===== config.mk =====
export PLATFORM = sky130hd
export DESIGN_NAME = mem_bus_arbiter
export DESIGN_NICKNAME = d
export VERILOG_FILES = /design/src/rtl/mem_bus_arbiter.sv
export SDC_FILE = /design/constraint.sdc
export NUM_CORES = 1
export LEC_CHECK = 0
export CORE_MARGIN = 3
export CORE_UTILIZATION = 27
export DETAILED_ROUTE_END_ITERATION = 10
export HOLD_SLACK_MARGIN = 0.02
export PLACE_DENSITY = 0.86
export SETUP_SLACK_MARGIN = 0.3
export SLEW_MARGIN = 25
export SYNTH_ARGS = -nofsm -noshare
export SYNTH_HDL_FRONTEND = slang
export SYNTH_SLANG_ARGS = --single-unit

===== constraint.sdc =====
create_clock -name clk -period 3.2 [get_ports clk]
set_input_delay 0.64 -clock clk [delete_from_list [all_inputs] [get_ports clk]]
set_output_delay 0.64 -clock clk [all_outputs]
set_load 0.1 [all_outputs]

===== src/rtl/mem_bus_arbiter.sv =====
`default_nettype none
// ============================================================================
// Module   : mem_bus_arbiter
// Purpose  : Two-master arbiter for the shared program/data RAM. Master 0 is
//            the CPU, master 1 the program loader / debug port. The grant is
//            registered and round-robin, bus hold is bounded while the other
//            master waits, and read data is routed back to the issuing master.
// Revision : 1.0 - initial release
// ============================================================================
module mem_bus_arbiter #(
  parameter int AW       = 9,
  parameter int DW       = 16,
  parameter int MAX_HOLD = 8
) (
  input  logic          clk,
  input  logic          reset,
  input  logic          m0_req,
  input  logic [1:0]    m0_cmd,
  input  logic [AW-1:0] m0_addr,
  input  logic [DW-1:0] m0_wdata,
  output logic          m0_gnt,
  output logic          m0_rvalid,
  input  logic          m1_req,
  input  logic [1:0]    m1_cmd,
  input  logic [AW-1:0] m1_addr,
  input  logic [DW-1:0] m1_wdata,
  output logic          m1_gnt,
  output logic          m1_rvalid,
  output logic [DW-1:0] rdata,
  output logic [1:0]    ram_cmd,
  output logic [AW-1:0] ram_addr,
  output logic [DW-1:0] ram_wdata,
  input  logic [DW-1:0] ram_rdata
);

  // Command encoding; 2'b11 is never forwarded to the RAM.
  localparam logic [1:0] c_MNONE  = 2'b00;
  localparam logic [1:0] c_MREAD  = 2'b01;
  localparam logic [1:0] c_MWRITE = 2'b10;

  // Ownership states.
  localparam logic [1:0] c_ST_IDLE = 2'd0;
  localparam logic [1:0] c_ST_OWN0 = 2'd1;
  localparam logic [1:0] c_ST_OWN1 = 2'd2;

  // Hold counter only needs to reach MAX_HOLD-1 before a handoff clears it.
  localparam int             HW          = (MAX_HOLD > 1) ? $clog2(MAX_HOLD) : 1;
  localparam logic [HW-1:0]  c_HOLD_LAST = HW'(MAX_HOLD - 1);

  logic [1:0]    r_state;
  logic [1:0]    w_state_nxt;
  logic          r_prio;
  logic [HW-1:0] r_hold;
  logic          r_m0_rvalid;
  logic          r_m1_rvalid;

  logic          w_own0;
  logic          w_own1;
  logic          w_m0_cmd_ok;
  logic          w_m1_cmd_ok;
  logic [1:0]    w_ram_cmd;
  logic [AW-1:0] w_ram_addr;
  logic [DW-1:0] w_ram_wdata;

  assign w_own0      = (r_state == c_ST_OWN0);
  assign w_own1      = (r_state == c_ST_OWN1);
  assign w_m0_cmd_ok = (m0_cmd == c_MREAD) || (m0_cmd == c_MWRITE);
  assign w_m1_cmd_ok = (m1_cmd == c_MREAD) || (m1_cmd == c_MWRITE);

  // Route the owner's request to the RAM; a released (req=0) cycle issues nothing.
  always_comb begin
    w_ram_cmd   = c_MNONE;
    w_ram_addr  = '0;
    w_ram_wdata = '0;
    if (w_own0) begin
      w_ram_addr  = m0_addr;
      w_ram_wdata = m0_wdata;
      if (m0_req && w_m0_cmd_ok) w_ram_cmd = m0_cmd;
    end else if (w_own1) begin
      w_ram_addr  = m1_addr;
      w_ram_wdata = m1_wdata;
      if (m1_req && w_m1_cmd_ok) w_ram_cmd = m1_cmd;
    end
    if (reset) w_ram_cmd = c_MNONE;
  end

  // Next owner: round-robin from idle, direct handoff on release or hold expiry.
  always_comb begin
    w_state_nxt = r_state;
    case (r_state)
      c_ST_IDLE: begin
        if (m0_req && m1_req) w_state_nxt = r_prio ? c_ST_OWN1 : c_ST_OWN0;
        else if (m0_req)      w_state_nxt = c_ST_OWN0;
        else if (m1_req)      w_state_nxt = c_ST_OWN1;
      end
      c_ST_OWN0: begin
        if (!m0_req)                               w_state_nxt = m1_req ? c_ST_OWN1 : c_ST_IDLE;
        else if (m1_req && (r_hold == c_HOLD_LAST)) w_state_nxt = c_ST_OWN1;
      end
      c_ST_OWN1: begin
        if (!m1_req)                               w_state_nxt = m0_req ? c_ST_OWN0 : c_ST_IDLE;
        else if (m0_req && (r_hold == c_HOLD_LAST)) w_state_nxt = c_ST_OWN0;
      end
      default: w_state_nxt = c_ST_IDLE;
    endcase
  end

  // Ownership, fairness, hold timer and read-return tracking.
  always_ff @(posedge clk) begin
    if (reset) begin
      r_state     <= c_ST_IDLE;
      r_prio      <= 1'b0;
      r_hold      <= '0;
      r_m0_rvalid <= 1'b0;
      r_m1_rvalid <= 1'b0;
    end else begin
      r_state <= w_state_nxt;
      if (w_state_nxt != r_state)
        r_hold <= '0;
      else if ((w_own0 && m1_req) || (w_own1 && m0_req))
        r_hold <= r_hold + 1'b1;
      // Whoever just gained the bus yields priority to the other master.
      if ((w_state_nxt == c_ST_OWN0) && !w_own0)
        r_prio <= 1'b1;
      else if ((w_state_nxt == c_ST_OWN1) && !w_own1)
        r_prio <= 1'b0;
      r_m0_rvalid <= w_own0 && (w_ram_cmd == c_MREAD);
      r_m1_rvalid <= w_own1 && (w_ram_cmd == c_MREAD);
    end
  end

  assign m0_gnt    = w_own0;
  assign m1_gnt    = w_own1;
  // A reset arriving right after a read cancels its return.
  assign m0_rvalid = r_m0_rvalid && !reset;
  assign m1_rvalid = r_m1_rvalid && !reset;
  assign rdata     = ram_rdata;
  assign ram_cmd   = w_ram_cmd;
  assign ram_addr  = w_ram_addr;
  assign ram_wdata = w_ram_wdata;

endmodule
`default_nettype wire

== Word-level counts from Yosys, hierarchy flattened ==
Cells that the tools add are included.

* Flip-flop bits (word level): 8
* Output and inout bits: 47

* Add/subtract/negate cells: 1
* Equal/unequal tests: 11
* Multiplexer cells: 22
* Reduce and logical (&&, ||, !) cells: 22

{| class="wikitable"
|+ Operators with widths
! operator !! number
|-
| 16-bit 2-to-1 mux || 2
|-
| 2-bit 2-to-1 mux || 14
|-
| 9-bit 2-to-1 mux || 2
|-
| 1-bit logical AND || 13
|-
| 2-bit by 1-bit == test with 1-bit output, second input constant || 5
|-
| 2-bit == test, second input constant || 4
|-
| 2-bit one-hot mux with 3 select lines || 1
|-
| 3-bit by 1-bit adder with 3-bit output, second input constant || 1
|-
| 3-bit == test, second input constant || 1
|-
| 1-bit logical NOT || 3
|-
| 1-bit logical OR || 3
|-
| 1-bit 2-to-1 mux || 3
|-
| 2-bit logical NOT || 1
|-
| 2-bit inequality test || 1
|-
| 2-bit nonzero test || 1
|-
| 2-bit OR reduction || 1
|}

== Depth between registers and ports, before layout ==
Gate-level depths: netlist (run 1).

* Depth after elaboration: 9
* Mapped depth: 6
* Gate-level depth less buffers: 6

== Worst setup path after synthesis (run 1) ==
No wires, ideal clock.

* Kind: register to output
* Start: register r_state[0]
* End: output ram_cmd[1]
* Arrival: 2.574 ns
* Required time: 2.560 ns
* Setup slack: -0.014 ns
* Cell stages (with the launch flop): 6
* Cell sequence: dfxtp_1 nor2b_1 buf_6 buf_4 nand4b_1 a21oi_1

{| class="wikitable"
|+ RTL lines
! item !! line !! text
|-
| from (decl) || 50 || <nowiki>logic [1:0] r_state;</nowiki>
|-
| from (signal assigned) || 111 || <nowiki>r_state <= c_ST_IDLE;</nowiki>
|-
| from (signal assigned) || 117 || <nowiki>r_state <= w_state_nxt;</nowiki>
|-
| 2-bit by 1-bit == test with 1-bit output || 65 || <nowiki>assign w_own0 = (r_state == c_ST_OWN0);</nowiki>
|-
| named net m0_gnt || 21 || <nowiki>output logic m0_gnt,</nowiki>
|-
| 2-bit 2-to-1 mux || 75 || <nowiki>if (w_own0) begin</nowiki>
|-
| 2-bit 2-to-1 mux || 84 || <nowiki>if (reset) w_ram_cmd = c_MNONE;</nowiki>
|-
| to (decl) || 30 || <nowiki>output logic [1:0] ram_cmd,</nowiki>
|}

The timed path passes the listed nets, and every way through them passes these cells.

== Worst setup path after layout (run 1) ==
* Start: input m0_req
* End: output ram_cmd[0]

* Longest elaborated chain between the ends: 4

{| class="wikitable"
|+ RTL lines
! item !! line !! text
|-
| from (decl) || 17 || <nowiki>input logic m0_req,</nowiki>
|-
| 1-bit logical AND || 78 || <nowiki>if (m0_req && w_m0_cmd_ok) w_ram_cmd = m0_cmd;</nowiki>
|-
| 2-bit 2-to-1 mux || 78 ||
|-
| 2-bit 2-to-1 mux || 75 ||
|-
| 2-bit 2-to-1 mux || 84 ||
|}

No other way between the ends.

==> reports/metrics.cfg, run 1 <==
[cts]
clock_latency_ns = 0.26
postCtsHoldBufs = 0
h-tree-depth = 1
cts_sinks = 8
clkTransAtPathRegs_ns = 0.06
cts_buffers = 3
cts-root-buf = clkbuf_4
cts_tree = yes
clockBufferDepth = 2

[critical_path]
cp_top_family = buffers and inverters
cp_data_arrival_time_ns = 2.16
path_cells = clkdlybuf4s50_1 -> nand2b_4 -> or3_1 -> a21oi_2 -> buf_12
cp-start-kind = input port
max_stage_delay_ns = 0.65
timing.rr.end = r_hold[2]
crit_path_max_fanout = 7
rrSetupSlack_ns = 1.39
slowest_stage = clkdlybuf4s50_1
r2r_cells = 5
cp-end-kind = primary output
cp.buffers_inverters = 2
reg2reg_from = r_state[0]
cp.required_ns = 2.56
crit_type = in2out

[sta]
skew_ns = 0.00591
rsz0062_at_grt = no
drv_slew = 0
hold_viol = 0
setup_tns_ns = 0
hold_ws_ns = 0.511
finalCritPeriodShare_pct = 87.4
max_clock_freq_ghz = 0.358
setup_ws_ns = 0.404
worstMarginPinSlew_ns = 0.454
post-route-min-period_ns = 2.80
setup_violations = 0
maxSlewHeadroom_pct = 69.6

[place]
hpwl_um = 3240
dpl_worst_slack_ns = 0.414
dp.cells = 214
gp_congestion = 0.809
port_buffers = 88

[detailed_routing]
drt-wirelength-per-cell_um = 18.4
avgViaCountPerCell = 5.08
drcViolationCount = 0
drt-pass1-iter-count = 4
first_iter_violations = 70
vias = 1102
drt-total-wl_um = 3990
ant_nets = 0

[yosys]
yosysTopAreaCell = a22o_1
syn_avg_cell_area_um2 = 8.70
syn-num-nets = 181
synth_area_um2 = 913
synth_area_leaders = a22o_1, dfxtp_1, buf_4
yosysSeqAreaShare_pct = 17.5
netlist.area_leader.share_pct = 24.0
ys_ff_latch = 8
yosysWarningCount = 0
synth_cells = 105
synth.distinct_cells = 29

[flow_run]
max_cap_violations = 0

[global_routing]
grt_antenna_before_repair = 0
grt_pass1_wl_um = 6140
first_global_vias = 1157
grt_max_degree = 28
groute.usage.overall_pct = 18.9
overflow = 0

[final_layout]
syn2layout_area_growth_pct = 118
layout-drive-gt1-share_pct = 26.0
final_common_cell = clkdlybuf4s50_1
instances_no_fill = 217
diodes = 0
layout_common_cells = clkdlybuf4s50_1, buf_12, a22o_1
post-route-util_pct = 63.8
final_nets = 251

[floorplanning]
die-area_um2 = 4120
die_w_um = 64.2
core_um2 = 3130
start_util_pct = 29.2
ios = 121
rows = 20
dieHeight_um = 64.2

[pwr]
p_leak_uw = 0.000785
peakVddDrop_v = 0.000219
power_density_nw_per_um2 = 325

[hold_path]
min_from = r_prio
hold_class = reg2reg
holdPathEnd = r_prio
min_delay_path_depth = 2

[status]
status = completed

worst reg2reg max path: cells and delay by family (launching register included):
kind            cells  cell delay, ns
compound gates      1            0.27
simple gates        2            0.30
buf+inv             1            0.32
mux                 1            0.22
flops               1            0.58
sequential cells by signal, indices dropped and copies added, names as in the netlist:
signal and cells:
r_hold 3, r_state 2, r_m0_rvalid 1, r_prio 1
r_m1_rvalid 1
how the worst max path moves through the flow:
| stage | from | end | cells past startpoint |
|---|---|---|---|
| 6_report | m0_req | ram_cmd[0] | 5 |
| 4_1_cts | m0_req | ram_cmd[0] | 5 |
| 3_3_place_gp | m0_req | ram_cmd[0] | 5 |
| 2_1_floorplan | reset | m0_rvalid | 2 |
| 3_5_place_dp | m0_req | ram_cmd[0] | 5 |
| 5_1_grt | m0_req | ram_cmd[0] | 5 |
through the flow:
| stage | total power, µW | area (µm²) |
|---|---|---|
| 6_report | 649 | 2000 |
| 5_1_grt | 669 | 2000 |
| 4_1_cts | 654 | 1990 |
| 3_5_place_dp | 570 | 1970 |
| 3_3_place_gp | 561 | 1970 |
| 2_1_floorplan | 468 | 921 |
final cells by class:
cell class	count	area [µm²]
sequential	8	160
inverter	3	11.3
tap	44	55.1
timing repair buffer	90	1190
clock buffer	3	22.5
multi-input combinational	69	553
fill	251	1130
power breakdown:
part	internal [µW]	switching, µW
clock	43.2	37.8
combinational	191	266
sequential	103	7.72
what timing repair did:
action,in CTS,in global routing
gates resized for setup,0,1
buffers inserted,0,0
endpoints found under the setup margin,0,2
hold endpoints to repair,0,0
logic make-up after synthesis:
kind of cell / Yosys count / share of synthesized area, %
muxes: 2 / 2.19
buffers and inverters: 28 / 23.1
adders and majority gates: 2 / 2.74
AOI/OAI and AO/OA: 40 / 38.5
xor gates and xnor gates: 1 / 0.959
DFF: 8 / 17.5
and+or+nand+nor: 24 / 14.9
metal layers:
layer	share of wire [%]	track usage [%]
met3	9.4	4.57
met2	54	37.3
met4	0.83	5.28
met5	0	0
met1	35	19.2
Yosys cell counts:
| library cell | instances |
|---|---|
| nor2b_1 | 3 |
| nor2_1 | 7 |
| a2111oi_1 | 1 |
| buf_6 | 5 |
| a21oi_1 | 5 |
| nand2_1 | 5 |
| a22o_2 | 1 |
| a22o_1 | 25 |
| a21o_1 | 2 |
| clkbuf_1 | 1 |
| and2b_1 | 1 |
| dfxtp_1 | 8 |
| mux2i_1 | 2 |
| or3_1 | 1 |
| a221oi_2 | 1 |
| buf_2 | 1 |
| o2111ai_2 | 1 |
| xnor2_1 | 1 |
| or2_1 | 1 |
| buf_4 | 18 |
| inv_1 | 3 |
| a311o_1 | 2 |
| ha_1 | 2 |
| or2b_1 | 1 |
| a2111oi_2 | 1 |
| nor3_1 | 1 |
| nand4b_1 | 3 |
| a22oi_1 | 1 |
| nand2b_4 | 1 |
Power figures use the tool's default switching activity.
==> run 2: changes to the inputs <==
Settings changed: CELL_PAD_IN_SITES_DETAIL_PLACEMENT set to 1, CELL_PAD_IN_SITES_GLOBAL_PLACEMENT set to 1, CORE_UTILIZATION 27 to 17, PLACE_DENSITY 0.86 to unset, PLACE_DENSITY_LB_ADDON set to 0.1.
==> run 2 against run 1 <==
Final area up 2.6%. Non-clock buffer count stayed put. Via count is 2.5% lower. Sequential power hardly changed. Worst setup slack better by 0.16 ns. Die area increased by 53%. Flip-flop and latch count is the same. Clock skew fell by 0.0036 ns. Total power is 6.3% higher. Critical path depth is 1 lower. Hold slack got worse by 0.013 ns. Largest cell class unchanged.
==> reports/metrics.cfg, run 2 (same netlist as run 1, synthesis figures left out) <==
[status]
status = completed

[sta]
setup_violations = 0  ; unchanged
finalCritPeriodShare_pct = 82.3  ; -5.1 points
setup_tns_ns = 0  ; unchanged
drv_slew = 0  ; unchanged
max_clock_freq_ghz = 0.380  ; +6.1%
maxSlewHeadroom_pct = 69.4  ; -0.23 points
worstMarginPinSlew_ns = 0.458  ; +0.00429 ns
rsz0062_at_grt = no
post-route-min-period_ns = 2.63  ; -0.162 ns
hold_viol = 0  ; unchanged
skew_ns = 0.00228  ; -0.00364 ns

[hold_path]
min_delay_path_depth = 2  ; unchanged
holdPathEnd = r_hold[2]
min_from = r_hold[2]
hold_class = reg2reg

[detailed_routing]
avgViaCountPerCell = 4.42  ; -13%
first_iter_violations = 14  ; -80%
drcViolationCount = 0  ; unchanged
drt-wirelength-per-cell_um = 17.8  ; -3.0%
vias = 1074  ; -2.5%
ant_nets = 0  ; unchanged
drt-pass1-iter-count = 4  ; unchanged
drt-total-wl_um = 4330  ; +8.6%

[pwr]
p_leak_uw = 0.000802  ; +2.2%
peakVddDrop_v = 0.000259  ; +18%
power_density_nw_per_um2 = 337  ; +3.6%

[final_layout]
largest_reg_flops = 3  ; unchanged
layout-drive-gt1-share_pct = 25.4  ; -0.58 points
post-route-util_pct = 39.8  ; -24 points
multi_input_area_um2 = 552  ; -0.23%
diodes = 0  ; unchanged
final_nets = 251  ; unchanged
syn2layout_area_growth_pct = 124
final_common_cell = clkdlybuf4s50_1
largest_register = r_hold
layout_common_cells = clkdlybuf4s50_1, buf_12, a22o_1
register_area_um2 = 160  ; unchanged
fillers = 574  ; +130%
top_regs = r_hold (3), r_state (2)

[flow_run]
max_cap_violations = 0  ; unchanged

[cts]
cts_buffers = 3  ; unchanged
h-tree-depth = 1  ; unchanged
cts_sinks = 8  ; unchanged
clkTransAtPathRegs_ns = 0.04  ; -0.02 ns
clockBufferDepth = 2  ; unchanged
cts-root-buf = clkbuf_8
cts_setup_buffers = 0  ; unchanged
cts_tree = yes
clock_latency_ns = 0.23  ; -0.03 ns

[critical_path]
cp-end-kind = primary output
cp-start-kind = flop
path_cells = and2b_1 -> buf_4 -> a22o_1 -> buf_12
slowest_stage = dfxtp_1
rrSetupSlack_ns = 1.27  ; -0.12 ns
reg2reg_from = r_state[1]
timing.rr.end = r_hold[1]
r2r_cells = 5  ; unchanged
cp.required_ns = 2.56  ; about the same
max_stage_delay_ns = 0.60  ; -0.05 ns
cp_top_family = flip-flops
cp_data_arrival_time_ns = 1.99  ; -0.17 ns
crit_type = reg2out
cp.buffers_inverters = 2  ; unchanged
crit_path_max_fanout = 19  ; +12

[floorplanning]
dieHeight_um = 79.3  ; +24%
rows = 26  ; +30%
die_w_um = 79.3  ; +24%
start_util_pct = 17.8  ; -11 points
die-area_um2 = 6290  ; +53%
core_um2 = 5140  ; +64%
ios = 121  ; unchanged

[global_routing]
grt_pass1_wl_um = 6620  ; +7.9%
first_global_vias = 1143  ; -1.2%
overflow = 0  ; unchanged
grt_antenna_before_repair = 0  ; unchanged
grt_max_degree = 28  ; unchanged
groute.usage.overall_pct = 13.5  ; -5.3 points

[place]
port_buffers = 88  ; unchanged
hpwl_um = 3660  ; +13%
gp_congestion = 0.778  ; -3.9%

==> run 2: changes by cell type in the layout (fill, tap and decap cells not counted) <==
cell,previous run,this run
and2b_2,1,0
clkbuf_4,3,0
dlymetal6s2s_1,0,1
clkdlybuf4s50_1,57,56
clkbuf_8,0,3
and2b_1,0,1
==> run 2: worst reg2reg max path: stages (launching register included) <==
cell     delay [ns]
dfxtp_1        0.60
and2b_1        0.43
buf_4          0.32
a22o_2         0.23
mux2i_1        0.19
nor2_1         0.05
==> run 2: metal layers <==
| metal | track usage (%) | vias to the layer above | part of all wire (%) |
|---|---|---|---|
| met3 | 3.06 | 20 | 8.5 |
| li1 | - | 516 | - |
| met2 | 23.3 | 59 | 49 |
| met4 | 5.15 | 0 | 2.1 |
| met1 | 16.3 | 479 | 40 |
| met5 | 0 | - | 0 |
==> run 2: what timing repair did <==
item,in CTS,in global routing
resized for setup,0,1
endpoints found under the hold margin,0,0
setup endpoints to repair,0,1
hold buffers,0,0
==> run 2: cell type report <==
class / instances / area share (%)
inverters: 3 / 0.550
well taps: 70 / 4.28
multi-input cells: 69 / 26.9
flip-flops and latches: 8 / 7.82
clock buffers: 3 / 2.02
repair buffers: 90 / 58.4
==> run 2: report_power, final <==
part | internal, µW | switching, µW | total, µW
clock | 81.6 | 41.1 | 123
combinational | 191 | 265 | 456
sequential | 104 | 7.98 | 112
==> run 2: worst max-delay path by stage <==
stage                     from             to  slack, ns  cells after the start
finish              r_state[1]   ram_wdata[7]       0.57                      4
global route        r_state[1]  ram_wdata[11]       0.41                      4
CTS                     m0_req     ram_cmd[0]       0.37                      5
detailed placement      m0_req     ram_cmd[0]       0.38                      5
global placement        m0_req     ram_cmd[0]       0.41                      5
floorplan                reset      m0_rvalid       0.34                      2
==> run 2: per-stage QoR <==
stage | worst slack (ns) | total power (µW) | instance area [µm²] | cells | hold slack [ns]
global placement | 0.413 | 567 | 2000 | 240 | 0.481
global route | 0.411 | 718 | 2050 | 243 | 0.536
floorplan | 0.341 | 468 | 921 | 105 | 0.465
finish | 0.566 | 690 | 2050 | 243 | 0.498
detailed placement | 0.380 | 572 | 2000 | 240 | 0.492
CTS | 0.375 | 699 | 2050 | 243 | 0.504
